$ cat src/rtl/sig_capture_pkg.sv
// sig_capture_pkg: shared FSM state encoding, default sizing constants and the
// pointer-width helper used by the single-shot capture block and its buffer.
package sig_capture_pkg;

    typedef enum logic [1:0] {
        ST_IDLE    = 2'd0,
        ST_ARMED   = 2'd1,
        ST_CAPTURE = 2'd2,
        ST_DRAIN   = 2'd3
    } cap_state_e;

    localparam int DEF_D_WIDTH      = 8;
    localparam int DEF_DEPTH        = 64;
    localparam int DEF_AUTO_TIMEOUT = 256;

    function automatic int ptrWidth(input int depth);
        return (depth > 1) ? $clog2(depth) : 1;
    endfunction

endpackage

$ cat src/rtl/sig_capture_if.sv
// sig_capture_if: sample input, trigger control, status and readout stream of
// the capture block. The slave modport is the capture block's view.
interface sig_capture_if
    import sig_capture_pkg::*;
#(
    parameter int D_WIDTH = DEF_D_WIDTH
);
    logic               sample_en;
    logic [D_WIDTH-1:0] din1;
    logic [D_WIDTH-1:0] din2;
    logic [D_WIDTH-1:0] trig_level;
    logic               arm;
    logic               rd_ready;
    logic               rd_valid;
    logic [D_WIDTH-1:0] rd_data1;
    logic [D_WIDTH-1:0] rd_data2;
    logic               rd_last;
    logic               armed;
    logic               busy;
    logic               auto_trig;

    modport master (
        output sample_en, din1, din2, trig_level, arm, rd_ready,
        input  rd_valid, rd_data1, rd_data2, rd_last, armed, busy, auto_trig
    );

    modport slave (
        input  sample_en, din1, din2, trig_level, arm, rd_ready,
        output rd_valid, rd_data1, rd_data2, rd_last, armed, busy, auto_trig
    );
endinterface

$ cat src/rtl/sig_capture_ram.sv
// capture_ram: simple dual-port frame buffer, synchronous write and synchronous
// read with read-enable. Contents and read register are deliberately not reset.
module capture_ram
    import sig_capture_pkg::*;
#(
    parameter int DEPTH = DEF_DEPTH,
    parameter int WIDTH = 2 * DEF_D_WIDTH,
    localparam int AW = ptrWidth(DEPTH)
) (
    input  logic             clk,
    input  logic             we_i,
    input  logic [AW-1:0]    waddr_i,
    input  logic [WIDTH-1:0] wdata_i,
    input  logic             re_i,
    input  logic [AW-1:0]    raddr_i,
    output logic [WIDTH-1:0] rdata_o
);
    logic [WIDTH-1:0] mem [DEPTH];

    always_ff @(posedge clk) begin
        if (we_i) begin
            mem[waddr_i] <= wdata_i;
        end
    end

    // rdata_o holds its value while re_i is low, which keeps a stalled beat stable.
    always_ff @(posedge clk) begin
        if (re_i) begin
            rdata_o <= mem[raddr_i];
        end
    end

endmodule

$ cat src/rtl/sig_capture.sv
// sig_capture: single-shot two-channel scope capture with rising level trigger and
// valid/ready frame readout. Build option SIG_CAPTURE_AUTO_TRIG_EN adds a forced trigger.
module sig_capture
    import sig_capture_pkg::*;
#(
    parameter int D_WIDTH      = DEF_D_WIDTH,
    parameter int DEPTH        = DEF_DEPTH,
    parameter int AUTO_TIMEOUT = DEF_AUTO_TIMEOUT
) (
    input  logic         clk,
    input  logic         rst,
    sig_capture_if.slave bus
);
    localparam int            PW       = ptrWidth(DEPTH);
    localparam int            RW       = 2 * D_WIDTH;
    localparam logic [PW-1:0] LAST_PTR = PW'(DEPTH - 1);

    cap_state_e         state_q;
    cap_state_e         state_d;
    logic [PW-1:0]      wrPtr_q;
    logic [PW-1:0]      rdPtr_q;
    logic [D_WIDTH-1:0] prev_q;
    logic               prevValid_q;
    logic               rdValid_q;
    logic               rdLast_q;
    logic               armed_q;
    logic               busy_q;

    logic               trigHit;
    logic               autoHit;
    logic               ramWe;
    logic [PW-1:0]      ramWaddr;
    logic               ramRe;
    logic               drainEnd;
    logic [RW-1:0]      ramRdata;

`ifdef SIG_CAPTURE_AUTO_TRIG_EN
    localparam int            TW       = $clog2(AUTO_TIMEOUT + 1);
    localparam logic [TW-1:0] TO_LIMIT = TW'(AUTO_TIMEOUT);

    logic [TW-1:0] toCnt_q;
    logic          autoTrig_q;
`else
    logic unusedTimeout;
    assign unusedTimeout = (AUTO_TIMEOUT > 0);
`endif

    always_comb begin
        state_d  = state_q;
        trigHit  = 1'b0;
        autoHit  = 1'b0;
        ramWe    = 1'b0;
        ramWaddr = wrPtr_q;
        ramRe    = 1'b0;
        drainEnd = 1'b0;
        case (state_q)
            ST_IDLE: begin
                if (bus.arm) begin
                    state_d = ST_ARMED;
                end
            end
            ST_ARMED: begin
                trigHit = bus.sample_en && prevValid_q &&
                          (prev_q < bus.trig_level) && (bus.din1 >= bus.trig_level);
`ifdef SIG_CAPTURE_AUTO_TRIG_EN
                autoHit = bus.sample_en && !trigHit && (toCnt_q == TO_LIMIT);
`endif
                if (trigHit || autoHit) begin
                    ramWe    = 1'b1;
                    ramWaddr = '0;
                    state_d  = ST_CAPTURE;
                end
            end
            ST_CAPTURE: begin
                ramWe = bus.sample_en;
                if (bus.sample_en && (wrPtr_q == LAST_PTR)) begin
                    state_d = ST_DRAIN;
                end
            end
            ST_DRAIN: begin
                // Fetch ahead whenever the output slot is empty or is being consumed.
                if (rdValid_q && bus.rd_ready && rdLast_q) begin
                    drainEnd = 1'b1;
                    state_d  = ST_IDLE;
                end else if (!rdValid_q || bus.rd_ready) begin
                    ramRe = 1'b1;
                end
            end
            default: state_d = ST_IDLE;
        endcase
    end

    always_ff @(posedge clk or negedge rst) begin
        if (!rst) begin
            state_q     <= ST_IDLE;
            wrPtr_q     <= '0;
            rdPtr_q     <= '0;
            prev_q      <= '0;
            prevValid_q <= 1'b0;
            rdValid_q   <= 1'b0;
            rdLast_q    <= 1'b0;
            armed_q     <= 1'b0;
            busy_q      <= 1'b0;
`ifdef SIG_CAPTURE_AUTO_TRIG_EN
            toCnt_q     <= '0;
            autoTrig_q  <= 1'b0;
`endif
        end else begin
            state_q <= state_d;
            armed_q <= (state_d == ST_ARMED);
            busy_q  <= (state_d == ST_CAPTURE) || (state_d == ST_DRAIN);
            case (state_q)
                ST_IDLE: begin
                    if (bus.arm) begin
                        prevValid_q <= 1'b0;
`ifdef SIG_CAPTURE_AUTO_TRIG_EN
                        toCnt_q     <= '0;
                        autoTrig_q  <= 1'b0;
`endif
                    end
                end
                ST_ARMED: begin
                    if (bus.sample_en) begin
                        prev_q      <= bus.din1;
                        prevValid_q <= 1'b1;
                    end
                    if (trigHit || autoHit) begin
                        wrPtr_q <= PW'(1);
`ifdef SIG_CAPTURE_AUTO_TRIG_EN
                        autoTrig_q <= autoHit;
                    end else if (bus.sample_en) begin
                        toCnt_q <= toCnt_q + TW'(1);
`endif
                    end
                end
                ST_CAPTURE: begin
                    if (ramWe) begin
                        wrPtr_q <= wrPtr_q + PW'(1);
                        if (wrPtr_q == LAST_PTR) begin
                            rdPtr_q <= '0;
                        end
                    end
                end
                ST_DRAIN: begin
                    if (ramRe) begin
                        rdPtr_q   <= rdPtr_q + PW'(1);
                        rdValid_q <= 1'b1;
                        rdLast_q  <= (rdPtr_q == LAST_PTR);
                    end else if (drainEnd) begin
                        rdValid_q <= 1'b0;
                        rdLast_q  <= 1'b0;
                    end
                end
                default: ;
            endcase
        end
    end

    capture_ram #(
        .DEPTH (DEPTH),
        .WIDTH (RW)
    ) u_ram (
        .clk     (clk),
        .we_i    (ramWe),
        .waddr_i (ramWaddr),
        .wdata_i ({bus.din1, bus.din2}),
        .re_i    (ramRe),
        .raddr_i (rdPtr_q),
        .rdata_o (ramRdata)
    );

    // The buffer read register is never reset, so data is masked until a beat is valid.
    assign bus.rd_valid = rdValid_q;
    assign bus.rd_data1 = rdValid_q ? ramRdata[RW-1:D_WIDTH] : '0;
    assign bus.rd_data2 = rdValid_q ? ramRdata[D_WIDTH-1:0] : '0;
    assign bus.rd_last  = rdLast_q;
    assign bus.armed    = armed_q;
    assign bus.busy     = busy_q;
`ifdef SIG_CAPTURE_AUTO_TRIG_EN
    assign bus.auto_trig = autoTrig_q;
`else
    assign bus.auto_trig = 1'b0;
`endif

endmodule

$ cat src/flat_wrapper.sv
// flat-port wrapper written by rule: the top's interface ports become plain ports
module sig_capture_flat import sig_capture_pkg::*;
#(
    parameter int D_WIDTH      = DEF_D_WIDTH,
    parameter int DEPTH        = DEF_DEPTH,
    parameter int AUTO_TIMEOUT = DEF_AUTO_TIMEOUT
)
  (clk, rst, bus_sample_en, bus_din1, bus_din2, bus_trig_level, bus_arm, bus_rd_ready, bus_rd_valid, bus_rd_data1, bus_rd_data2, bus_rd_last, bus_armed, bus_busy, bus_auto_trig);
  sig_capture_if #(.D_WIDTH(D_WIDTH)) bus_i ();
  input  logic clk;
  input  logic rst;
  input wire logic [$bits(bus_i.sample_en)-1:0] bus_sample_en;
  input wire logic [$bits(bus_i.din1)-1:0] bus_din1;
  input wire logic [$bits(bus_i.din2)-1:0] bus_din2;
  input wire logic [$bits(bus_i.trig_level)-1:0] bus_trig_level;
  input wire logic [$bits(bus_i.arm)-1:0] bus_arm;
  input wire logic [$bits(bus_i.rd_ready)-1:0] bus_rd_ready;
  output wire logic [$bits(bus_i.rd_valid)-1:0] bus_rd_valid;
  output wire logic [$bits(bus_i.rd_data1)-1:0] bus_rd_data1;
  output wire logic [$bits(bus_i.rd_data2)-1:0] bus_rd_data2;
  output wire logic [$bits(bus_i.rd_last)-1:0] bus_rd_last;
  output wire logic [$bits(bus_i.armed)-1:0] bus_armed;
  output wire logic [$bits(bus_i.busy)-1:0] bus_busy;
  output wire logic [$bits(bus_i.auto_trig)-1:0] bus_auto_trig;
  assign bus_i.sample_en = bus_sample_en;
  assign bus_i.din1 = bus_din1;
  assign bus_i.din2 = bus_din2;
  assign bus_i.trig_level = bus_trig_level;
  assign bus_i.arm = bus_arm;
  assign bus_i.rd_ready = bus_rd_ready;
  assign bus_rd_valid = bus_i.rd_valid;
  assign bus_rd_data1 = bus_i.rd_data1;
  assign bus_rd_data2 = bus_i.rd_data2;
  assign bus_rd_last = bus_i.rd_last;
  assign bus_armed = bus_i.armed;
  assign bus_busy = bus_i.busy;
  assign bus_auto_trig = bus_i.auto_trig;
  sig_capture #(.D_WIDTH(D_WIDTH), .DEPTH(DEPTH), .AUTO_TIMEOUT(AUTO_TIMEOUT)) u_core (.clk(clk), .rst(rst), .bus(bus_i));
endmodule
$ cat config.mk
export PLATFORM = sky130hd
export DESIGN_NAME = sig_capture_flat
export DESIGN_NICKNAME = d
export VERILOG_FILES = /design/src/rtl/sig_capture_pkg.sv /design/src/rtl/sig_capture_if.sv /design/src/rtl/sig_capture_ram.sv /design/src/rtl/sig_capture.sv /design/src/flat_wrapper.sv
export SDC_FILE = /design/constraint.sdc
export NUM_CORES = 1
export LEC_CHECK = 0
export CAP_MARGIN = 20
export CORE_MARGIN = 1.5
export CORE_UTILIZATION = 40
export CTS_CLUSTER_SIZE = 14
export DETAILED_ROUTE_END_ITERATION = 10
export MAX_ROUTING_LAYER = met4
export PLACE_DENSITY_LB_ADDON = 0.12
export REMOVE_ABC_BUFFERS = 1
export SYNTH_ARGS = -nofsm -noshare
export SYNTH_HDL_FRONTEND = slang
export SYNTH_SLANG_ARGS = --single-unit
$ cat constraint.sdc
create_clock -name clk -period 8.05 [get_ports clk]
set_input_delay 0.805 -clock clk [delete_from_list [all_inputs] [get_ports clk]]
set_output_delay 0.805 -clock clk [all_outputs]
set_load 0.01 [all_outputs]
# After elaboration in Yosys (flattened, before gate mapping)
# Memory sizes are Yosys's and may differ from the RTL's. A register that Yosys moved wholly into a read port is not among the register bits.
# Cells that the tools add are included.
# Widths: inputs -> output; s select.
dict set report word_totals {
  regBits 27
  mem_bits_rw 1024
  input_bits 29
  out_inout_bits 21
  wordCells 79
  mem_count 1
}
# name depth width rd rd_ports_with_merged_regs wr line_no
set memory_table {}
lappend memory_table {u_core.u_ram.mem 64 16 1 1 1 sig_capture_ram.sv:18} ;# logic [WIDTH-1:0] mem [DEPTH];
dict set report op_classes {
  addsub 2
  magnitude_cmp 2
  n_eq_ne 14
  mux 32
  n_reduce_logical 19
}
# operator count
set ops {}
lappend ops {{$mux 6} 7}
lappend ops {{$pmux 6 s2} 2}
lappend ops {{$mux 8} 2}
lappend ops {{$mux 1} 14}
lappend ops {{$add 6x1->6 const B} 2}
lappend ops {{$eq 6x6->1 const B} 2}
lappend ops {{$eq 2x2->1 const B} 4}
lappend ops {{$ge 8x8->1} 1}
lappend ops {{$lt 8x8->1} 1}
lappend ops {{$mux 2} 4}
lappend ops {{$ne 2x1->1 const B} 4}
lappend ops {{$pmux 2 s4} 1}
lappend ops {{$reduce_bool 2->1} 4}
lappend ops {{$logic_and 1x1->1} 6}
lappend ops {{$reduce_and 3->1} 2}
lappend ops {{$eq 2x1->1 const B} 2}
lappend ops {{$ne 2x2->1 const B} 2}
lappend ops {{$pmux 1 s2} 2}
lappend ops {{$reduce_and 2->1} 2}
lappend ops {{$reduce_and 4->1} 1}
lappend ops {{$logic_not 2->1} 1}
lappend ops {{$logic_or 1x1->1} 2}
lappend ops {{$logic_not 1->1} 1}

# Longest topological paths before layout
# Gate-level depths: netlist of the first run.
dict set report depth {
  depth_word 7
  mapped_depth 9
  ltp_nobuf 8
}

# Hierarchy
# A second synthesis of the first run with hierarchy kept.
dict set report unflattened {
  cells_unflattened 2046
  area_unflattened_um2 42233.0
}
# mod instances cells_each area_per_inst_um2 seq_area_each_um2
set by_module_without_submodules {}
lappend by_module_without_submodules {capture_ram 1 1829 40202.3 31230.0}
lappend by_module_without_submodules {sig_capture 1 217 2030.7 675.6}

# Least setup slack after synthesis of the first run
# OpenSTA, ideal clock, no wires.
dict set report synth_timing {
  kind {input to register}
  startpoint {in bus_din1[0]}
  endpoint {mem u_core.u_ram.mem[29][0] in the netlist's numbering (enable)}
  setup_time_ns 0.430
  arrival_ns 3.588
  t_required_ns 7.620
  path_slack_ns 4.032
  cell_stages 8
  path_buffers 0
  path_cell_list {inv_1 ha_1 nand2b_1 a2111oi_0 o31ai_1 nand2_1 nor2_1 nor4_1}
}
dict set report synth_between {
  elab_chain_cells 6
  elab_cells_between_ends 8
  classes_between {1 x order compare; 6 x mux; 1 x reduce/logical}
}
# item line_no
set synth_rtl {}
lappend synth_rtl {{start: declaration} flat_wrapper.sv:13} ;# input wire logic [$bits(bus_i.din1)-1:0] bus_din1;
lappend synth_rtl {{$ge 8x8->1 *} sig_capture.sv:64} ;# (prev_q < bus.trig_level) && (bus.din1 >= bus.trig_level);
lappend synth_rtl {{$logic_and 1x1->1 *} sig_capture.sv:64}
lappend synth_rtl {{$mux 1} sig_capture.sv:68} ;# if (trigHit || autoHit) begin
lappend synth_rtl {{$pmux 1 s2} sig_capture.sv:56} ;# case (state_q)
lappend synth_rtl {{$mux 1} sig_capture_ram.sv:21} ;# if (we_i) begin
lappend synth_rtl {{$mux 1 (not written as such)} sig_capture_ram.sv:22} ;# mem[waddr_i] <= wdata_i;
lappend synth_rtl {{end: declaration} sig_capture_ram.sv:18}
# Mark *: on every way between the ends. The rest lies on a longest branch, timed or not.

# Worst setup path in the final report of the first run
dict set report layout_timing {
  startpoint {in bus_din1[0]}
  endpoint {mem u_core.u_ram.mem[35][3] in the netlist's numbering (enable)}
}
# The elaborated chain is that of the path after synthesis.

==> flow_summary.yaml, run 1 <==
drt:
  post_drt_wl_per_cell_um: 29.1
  drt-initial-drc-count: 2136
  via_per_inst: 5.67
  wl_um: 103000
  via_count: 20100
  drc: 0
  drtAntennaViolNets: 0
  dr.pass1.iters: 5
clocking:
  cts.sinks: 1067
  cts_buffer_depth: 3
  cts_tree: "yes"
  numCtsBuffers: 112
  cts_root_buf: "clkbuf_16"
  post_cts_resized: 0
  htree_levels: 3
  clkTransAtPathRegs_ns: 0.06
  ctsHoldBuffers: 0
  worstSkewPairLatency_ns: 0.69
  cts_setup_buffers: 0
logic_synthesis:
  ys.flop_type: "edfxtp_1"
  synth_top_cells_by_count: "1,040 x edfxtp_1, 256 x mux4_2, 112 x a22oi_1"
  async_flop_share: 0.0253
  yosys.area.top_type: "edfxtp_1"
  postSynthAreaPerCell_um2: 21.4
  yosys-top-cells-area: "edfxtp_1 76%, mux4_2 14%, a22oi_1 2.0%"
  synth_area_um2: 41300
  synth_edf_count: 1040
  ys.warnings.count: 0
  yosysMostFrequentCell: "edfxtp_1"
  ys_ff_latch: 1067
  synth_cells: 1931
  netlist.area_leader.share: 0.757
  synth_seq_area_share: 0.773
  synth.distinct_cells: 47
global_routing:
  grt_max_degree: 99
  grtUsageTotal: 0.203
  antenna_found_initial: 8
  grt_pass1_wl_um: 147000
  overflow: 0
  grt_pass1_vias: 20200
critical_path:
  cp_num_buf_inv: 3
  cp_data_arrival_time_ns: 5.37
  max_stage_delay_ns: 1.08
  cpLargestDelayFamily: "simple AND/OR/NAND/NOR gates"
  cp_max_fo: 65
  crit_type: "input port to flop"
  critPathCaptureType: "flop"
  start_kind: "input port"
  worstPathRequired_ns: 8.33
  path_cells: "buf_2 > buf_4 > inv_1 > ha_1 > nand2b_1 > a2111oi_0 > o31ai_1 > nand3_1 > nand4_1 > nor2_2"
  crit_path_top_delay_cell: "nor2_2"
  r2r_slack_ns: 3.95
power:
  peakVddDrop_v: 0.000280
  power_switching_share: 0.284
  p_per_area_nw_per_um2: 311
  p_int_mw: 10.5
  p_clk_frac: 0.351
  p_seq_frac: 0.437
  switchingPower_mw: 4.17
  power_mw: 14.7
  p_leak_nw: 14.5
  pwr-share-comb: 0.212
sta:
  hold_viol: 0
  rsz0062_at_grt: "no"
  whs_ns: 0.496
  finalMaxSlewViolations: 0
  layout_setup_ws_ns: 2.97
  setup_viol: 0
  fin_crit_sh: 0.632
  relSlewSlack: 0.302
  fin_skew_ns: 0.0391
  fmax_mhz: 197
  fin_crit_ns: 5.08
  worstMarginPinSlew_ns: 1.05
finish:
  final_cell_area_um2: 47300
  syn_to_final_growth_pct: 14.7
  fin_nets: 2122
  num_antenna_cells: 0
  nFillCells: 8514
  final_layout_size_suffix_gt1_frac: 0.252
worst_hold_path:
  min_path_type: "flop to flop"
flow_run:
  max-cap-violations: 0
die:
  fp.dieW_um: 324
  die_h_um: 324
  die_area_um2: 105000
  coreArea_um2: 102000
  rows: 117
  initial_core_util: 0.405
  io_pins: 50
outcome:
  status: "complete, no violations"
placement:
  dp_slack_ns: 2.36
  place_area_um2: 43600
  place.gp.congestion: 0.877
  dpl.hpwl_um: 60200
  port_buffers: 48
## state kept, by name (all words and copies together), names as in the netlist
register / count
u_core.u_ram.rdata_o: 16
u_core.state_q: 2
u_core.rdPtr_q: 6
u_core.wrPtr_q: 6
u_core.bus.rd_last: 1
u_core.prev_q: 8
u_core.bus.armed: 1
u_core.prevValid_q: 1
u_core.bus.rd_valid: 1
u_core.bus.busy: 1
u_core.u_ram.mem: 1024
## worst reg2reg max path: stages (launching register included)
cell and delay, ns:
dfrtp_1 0.39, ha_1 0.30, nand2_1 0.05, o21ai_0 0.23, a21oi_1 0.23, nand3_1 0.55
nand4_1 0.88, nor2_2 1.09
## worst paths after layout
kind                                              start                                 to  cells past startpoint
hold / removal             u_core.prev_q[0]$_DFFE_PN0P_       u_core.prev_q[0]$_DFFE_PN0P_                      2
min in group asynchronous                           rst        u_core.state_q[0]$_DFF_PN0_                      2
setup reg to reg           u_core.prev_q[2]$_DFFE_PN0P_  u_core.u_ram.mem[35][3]$_DFFE_PP_                      7
hold reg to reg            u_core.prev_q[0]$_DFFE_PN0P_       u_core.prev_q[0]$_DFFE_PN0P_                      2
max in group asynchronous                           rst      u_core.rdPtr_q[1]$_DFFE_PN0P_                      2
setup / recovery                            bus_din1[0]  u_core.u_ram.mem[35][3]$_DFFE_PP_                     10
## cell families after synthesis
group                    count (synthesis)  share of synthesized area
AND/OR/NAND/NOR                        218                     0.0262
other                                    1                  0.0000908
adder cells (fa/ha/maj)                 21                    0.00637
multiplexers                           264                      0.142
buffers and inverters                  122                     0.0143
flip-flops                            1067                      0.773
AO/OA/AOI/OAI                          238                     0.0382
## power groups by stage
stage               combinational, mW  sequential [mW]  clock [mW]
floorplan                        2.75             6.79           0
global placement                 3.13             6.54           0
detailed placement               3.15             6.55           0
CTS                              3.16             6.43        5.27
global route                     3.31             6.44        5.47
finish                           3.11             6.43        5.16
## cell usage in the layout (no fill, tap or decap), types with 14 or more instances in the layout
cell type        instances
and2_1                  16
a22oi_1                112
nand2_1                 42
or4_1                   16
dfrtp_1                 25
clkbuf_16              116
clkinv_1                33
inv_1                   15
edfxtp_1              1040
buf_4                   80
buf_2                   16
nor2_1                  67
nand3_1                 14
clkinv_2                20
o21ai_0                 15
ha_1                    21
o22ai_1                 18
clkdlybuf4s50_1         32
bufinv_16               14
clkbuf_1                21
mux4_2                 256
a21oi_1                 63
## stage by stage
| stage | utilization | TNS (ns) | cells |
|---|---|---|---|
| finish | 0.464 | 0 | 3535 |
| CTS | 0.464 | 0 | 3533 |
| global route | 0.464 | 0 | 3535 |
| floorplan | - | -72.73 | 1824 |
| detailed placement | 0.428 | 0 | 3324 |
| global placement | 0.428 | 0 | 3324 |
## per-layer routing
layer	share of wire	GRT usage	vias up
met5	0	-	-
met3	0.052	0.0261	136
li1	-	-	8449
met4	0.020	0.0471	0
met2	0.47	0.305	651
met1	0.46	0.298	10800
## final cells by class
| class | instances | area (um2) | share of cell area |
|---|---|---|---|
| clock inverter | 72 | 693 | 0.0146 |
| inverter | 15 | 56.3 | 0.00119 |
| timing repair buffer | 134 | 1120 | 0.0236 |
| sequential | 1067 | 31900 | 0.674 |
| tap | 1368 | 1710 | 0.0362 |
| multi-input combinational | 742 | 8870 | 0.187 |
| clock buffer | 137 | 2980 | 0.0630 |
No activity file was read; power rests on OpenSTA's default activity.
==> inputs of run 2 (changes only) <==
clock period = 4.1 ns   (was 8.05 ns; I/O delays follow)
==> flow_summary.yaml, run 2 (synthesis gave the netlist of run 1 again) <==
outcome:
  status: "complete, no violations"
worst_hold_path:
  hp-start: "bus_din1[0]"
  hold_end: "u_core.prev_q[0]$_DFFE_PN0P_"
  min_path_type: "input port to flop"
  min_path_cells: 3
finish:
  largest_reg_flops: 1024
  fin_nets: 2148
  final_layout_size_suffix_gt1_frac: 0.266
  top_regs: "u_core.u_ram.mem x1024, u_core.u_ram.rdata_o x16, u_core.prev_q x8"
  syn_to_final_growth_pct: 15.4
  final_cell_area_um2: 47700
  final_common_cell: "edfxtp_1"
  largest_register: "u_core.u_ram.mem"
  layout_common_cells: "1,040 x edfxtp_1, 256 x mux4_2, 114 x clkbuf_16, 112 x a22oi_1, 104 x buf_4"
  final-instance-count-excl-fill: 3558
global_routing:
  grtUsageTotal: 0.215
  overflow: 0
  grt_pass1_vias: 20500
  grt_max_degree: 66
  grt_pass1_wl_um: 153000
  antenna_found_initial: 8
power:
  p_per_area_nw_per_um2: 612
  p_leak_nw: 14.7
  peakVddDrop_v: 0.000375
placement:
  place.gp.congestion: 0.859
  port_buffers: 48
  placed_cells: 3353
  dpl.hpwl_um: 66000
  dp_slack_ns: 0.338
  place_area_um2: 44000
clocking:
  cts_buffer_depth: 3
  cts.sinks: 1067
  htree_levels: 3
  ctsHoldBuffers: 0
  post_cts_resized: 0
  cts_setup_buffers: 0
  cts_root_buf: "clkbuf_16"
  clkTransAtPathRegs_ns: 0.05
  numCtsBuffers: 111
  cts_tree: "yes"
  worstSkewPairLatency_ns: 0.69
critical_path:
  r2r_start: "u_core.state_q[0]$_DFF_PN0_"
  rr_endpoint: "u_core.u_ram.mem[61][13]$_DFFE_PP_"
  start_kind: "flop"
  reg2reg_depth: 8
  cp_data_arrival_time_ns: 3.66
  r2r_slack_ns: 0.82
  critPathCaptureType: "flop"
  crit_type: "flop to flop"
  worstPathRequired_ns: 4.48
  cp_max_fo: 13
sta:
  rsz0062_at_grt: "no"
  fin_crit_sh: 0.801
  setup_tns_ns: 0
  finalMaxSlewViolations: 0
  layout_setup_ws_ns: 0.818
  hold_viol: 0
  fin_skew_ns: 0.0331
  fmax_mhz: 305
  whs_ns: 0.0582
  worstMarginPinSlew_ns: 1.01
  fin_crit_ns: 3.28
  setup_viol: 0
  relSlewSlack: 0.325
drt:
  drc: 0
  post_drt_wl_per_cell_um: 30.4
  wl_um: 108000
  drtAntennaViolNets: 0
  drt-initial-drc-count: 2142
  dr.pass1.iters: 6
  via_per_inst: 5.66
  via_count: 20100
die:
  fp.dieW_um: 324
  rows: 117
  coreArea_um2: 102000
  initial_core_util: 0.405
  die_area_um2: 105000
  die_h_um: 324
  io_pins: 50
flow_run:
  max-cap-violations: 0
[run 2: changes by cell type in the layout (fill, tap and decap cells not counted), sizes merged]
cell / before / now
bufinv: 14 / 16
diode: 0 / 2
clkbuf: 137 / 131
inv: 16 / 18
buf: 102 / 129
clkinv: 55 / 46
clkinvlp: 2 / 7
[run 2: worst max-delay path: stages (launching register included)]
cell and delay [ns]:
dfrtp_1 0.46, inv_1 0.10, ha_1 0.59, nand3_1 0.25, nor2_1 0.39, nand3_1 0.35, buf_4 0.28, nor2_1 0.34
buf_12 0.21
[run 2: final cells by class]
cell class	count	area (um2)
Antenna cell	2	5.00
Clock buffer	131	2920
Clock inverter	72	774
Fill cell	8468	54400
Inverter	15	56.3
Multi-Input combinational cell	742	8870
Sequential cell	1067	31900
Tap cell	1368	1710
Timing Repair Buffer	161	1410
[run 2: report_power, final]
part	internal [mW]	switching [mW]	leakage (nW)
Clock	6.06	4.14	1.79
Combinational	2.59	3.89	3.19
Sequential	12.2	0.309	9.68
[run 2: worst max path at each step]
| stage | start | end |
|---|---|---|
| 4_1_cts | u_core.state_q[0]$_DFF_PN0_ | u_core.u_ram.mem[61][13]$_DFFE_PP_ |
| 5_1_grt | u_core.state_q[0]$_DFF_PN0_ | u_core.u_ram.mem[60][6]$_DFFE_PP_ |
| 3_5_place_dp | bus_trig_level[0] | u_core.u_ram.mem[41][12]$_DFFE_PP_ |
| 3_3_place_gp | bus_trig_level[0] | u_core.u_ram.mem[41][9]$_DFFE_PP_ |
| 6_report | u_core.state_q[0]$_DFF_PN0_ | u_core.u_ram.mem[61][13]$_DFFE_PP_ |
| 2_1_floorplan | u_core.rdPtr_q[0]$_DFFE_PN0P_ | u_core.u_ram.rdata_o[0]$_DFFE_PP_ |
[run 2: per-stage QoR]
step                      total power [mW]   util
final                                 29.2  0.467
after CTS                             29.5  0.467
after global placement                19.3  0.431
after detailed placement              19.3  0.431
after global routing                  30.2  0.467
after floorplan                       17.0      -
[run 2: routing by layer]
layer,part of all wire,routed length [um],track usage,vias up
met3,0.058,6250,0.0286,131
met5,0,0,-,-
met2,0.47,51200,0.328,706
met1,0.45,48200,0.306,10800
li1,-,-,-,8493
met4,0.024,2560,0.0597,0
==> inputs of run 3 (changes only) <==
clock period = 3.4 ns   (was 4.1 ns; I/O delays follow)
==> flow_summary.yaml, run 3 (synthesis gave the netlist of run 1 again) <==
finish:
  final_layout_size_suffix_gt1_frac: 0.279
  layout_common_cells: "1,040 x edfxtp_1, 256 x mux4_2, 114 x clkbuf_16, 112 x a22oi_1, 98 x buf_4"
  final_core_util: 0.475
  fin_nets: 2199
  largest_reg_flops: 1024
  final_cell_area_um2: 48500
  final_common_cell: "edfxtp_1"
  syn_to_final_growth_pct: 17.5
  top_regs: "u_core.u_ram.mem x1024, u_core.u_ram.rdata_o x16, u_core.prev_q x8"
  largest_register: "u_core.u_ram.mem"
  nFillCells: 8319
global_routing:
  use_met2: 0.322
  met1_usage: 0.312
  grt_pass1_wl_um: 154000
  overflow: 0
  grt_max_degree: 66
  grt_pass1_vias: 20700
  antenna_found_initial: 6
  grtUsageTotal: 0.215
  met3_usage: 0.0361
  busiest_layer: "met2"
die:
  rows: 117
  io_pins: 50
  initial_core_util: 0.405
  die_h_um: 324
  coreArea_um2: 102000
  fp.dieW_um: 324
  die_area_um2: 105000
drt:
  via_per_inst: 5.67
  dr.pass1.iters: 6
  via_count: 20400
  post_drt_wl_per_cell_um: 30.1
  drtAntennaViolNets: 0
  wl_um: 108000
  drc: 0
  drt-initial-drc-count: 2269
critical_path:
  crit_type: "flop to flop"
  cp_data_arrival_time_ns: 3.48
  cp_max_fo: 16
  critPathCaptureType: "flop"
  worstPathRequired_ns: 3.82
  start_kind: "flop"
clocking:
  numCtsBuffers: 111
  worstSkewPairLatency_ns: 0.69
  cts_buffer_depth: 3
  cts_root_buf: "clkbuf_16"
  cts_tree: "yes"
  cts.sinks: 1067
  htree_levels: 3
  post_cts_resized: 0
  cts_setup_buffers: 0
  ctsHoldBuffers: 2
  clkTransAtPathRegs_ns: 0.06
sta:
  fin_skew_ns: 0.0300
  finalMaxSlewViolations: 0
  worstMarginPinSlew_ns: 0.959
  setup_viol: 0
  fin_crit_sh: 0.900
  relSlewSlack: 0.359
  setup_tns_ns: 0
  fmax_mhz: 327
  fin_crit_ns: 3.06
  hold_viol: 0
  layout_setup_ws_ns: 0.339
  rsz0062_at_grt: "no"
power:
  p_leak_nw: 15.0
  peakVddDrop_v: 0.000389
  p_per_area_nw_per_um2: 718
  power_mw: 34.8
placement:
  port_buffers: 48
  dpl.hpwl_um: 68100
  dp_slack_ns: 0.114
  place_area_um2: 45000
  place.gp.congestion: 0.851
worst_hold_path:
  min_path_type: "input port to asynchronous set/reset pin"
outcome:
  status: "complete, no violations"
flow_run:
  max-cap-violations: 0
-- run 3: cell count changes in the layout (fill, tap and decap cells not counted), sizes merged --
cell,change
buf,+49
bufinv,-8
clkinv,+7
clkinvlp,-3
dlygate4sd3,+2
inv,-2
-- run 3: per-layer routing --
metal  up-vias  wire length (um)
met2       705             50100
met5         -                 0
met3       112              7170
met4         0              1960
li1       8615                 -
met1     11000             49200
-- run 3: path summary, 6_finish.rpt --
kind	slack (ns)	from	cells after the start	to
max	0.34	u_core.rdPtr_q[0]$_DFFE_PN0P_	6	u_core.u_ram.rdata_o[1]$_DFFE_PP_
min	0.18	rst	1	u_core.prev_q[0]$_DFFE_PN0P_
max reg2reg	0.34	u_core.rdPtr_q[0]$_DFFE_PN0P_	6	u_core.u_ram.rdata_o[1]$_DFFE_PP_
min reg2reg	0.49	u_core.prev_q[0]$_DFFE_PN0P_	2	u_core.prev_q[0]$_DFFE_PN0P_
max in group asynchronous	2.51	rst	1	u_core.rdPtr_q[0]$_DFFE_PN0P_
min in group clk	0.27	bus_din2[1]	1	u_core.u_ram.mem[16][1]$_DFFE_PP_
-- run 3: critical path, stage by stage, from the launching register on --
cell and delay (ns):
dfrtp_4 0.55, buf_12 0.23, buf_12 0.20, mux4_2 0.52
a22oi_1 0.46, a21oi_1 0.22, or4_1 0.58
-- run 3: final cells by class --
cell class              count  area [um2]  area share
multi-input cells         742        8870       0.183
diodes                      2        5.00    0.000103
well taps                1368        1710      0.0353
clock buffers             131        2920      0.0601
inverters                  15        56.3     0.00116
repair buffers            212        2500      0.0515
flip-flops and latches   1067       31900       0.658
clock inverters            66         542      0.0112
-- run 3: stage by stage --
stage	std cells	hold WS, ns
5_1_grt	3601	0.225
3_5_place_dp	3402	0.479
6_report	3603	0.183
2_1_floorplan	1824	0.0444
3_3_place_gp	3402	0.475
4_1_cts	3601	0.168
-- run 3: power by group --
group | internal, mW | switching [mW] | leakage [nW]
combinational | 3.40 | 4.79 | 3.60
sequential | 14.7 | 0.348 | 9.68
clock | 6.68 | 4.91 | 1.70
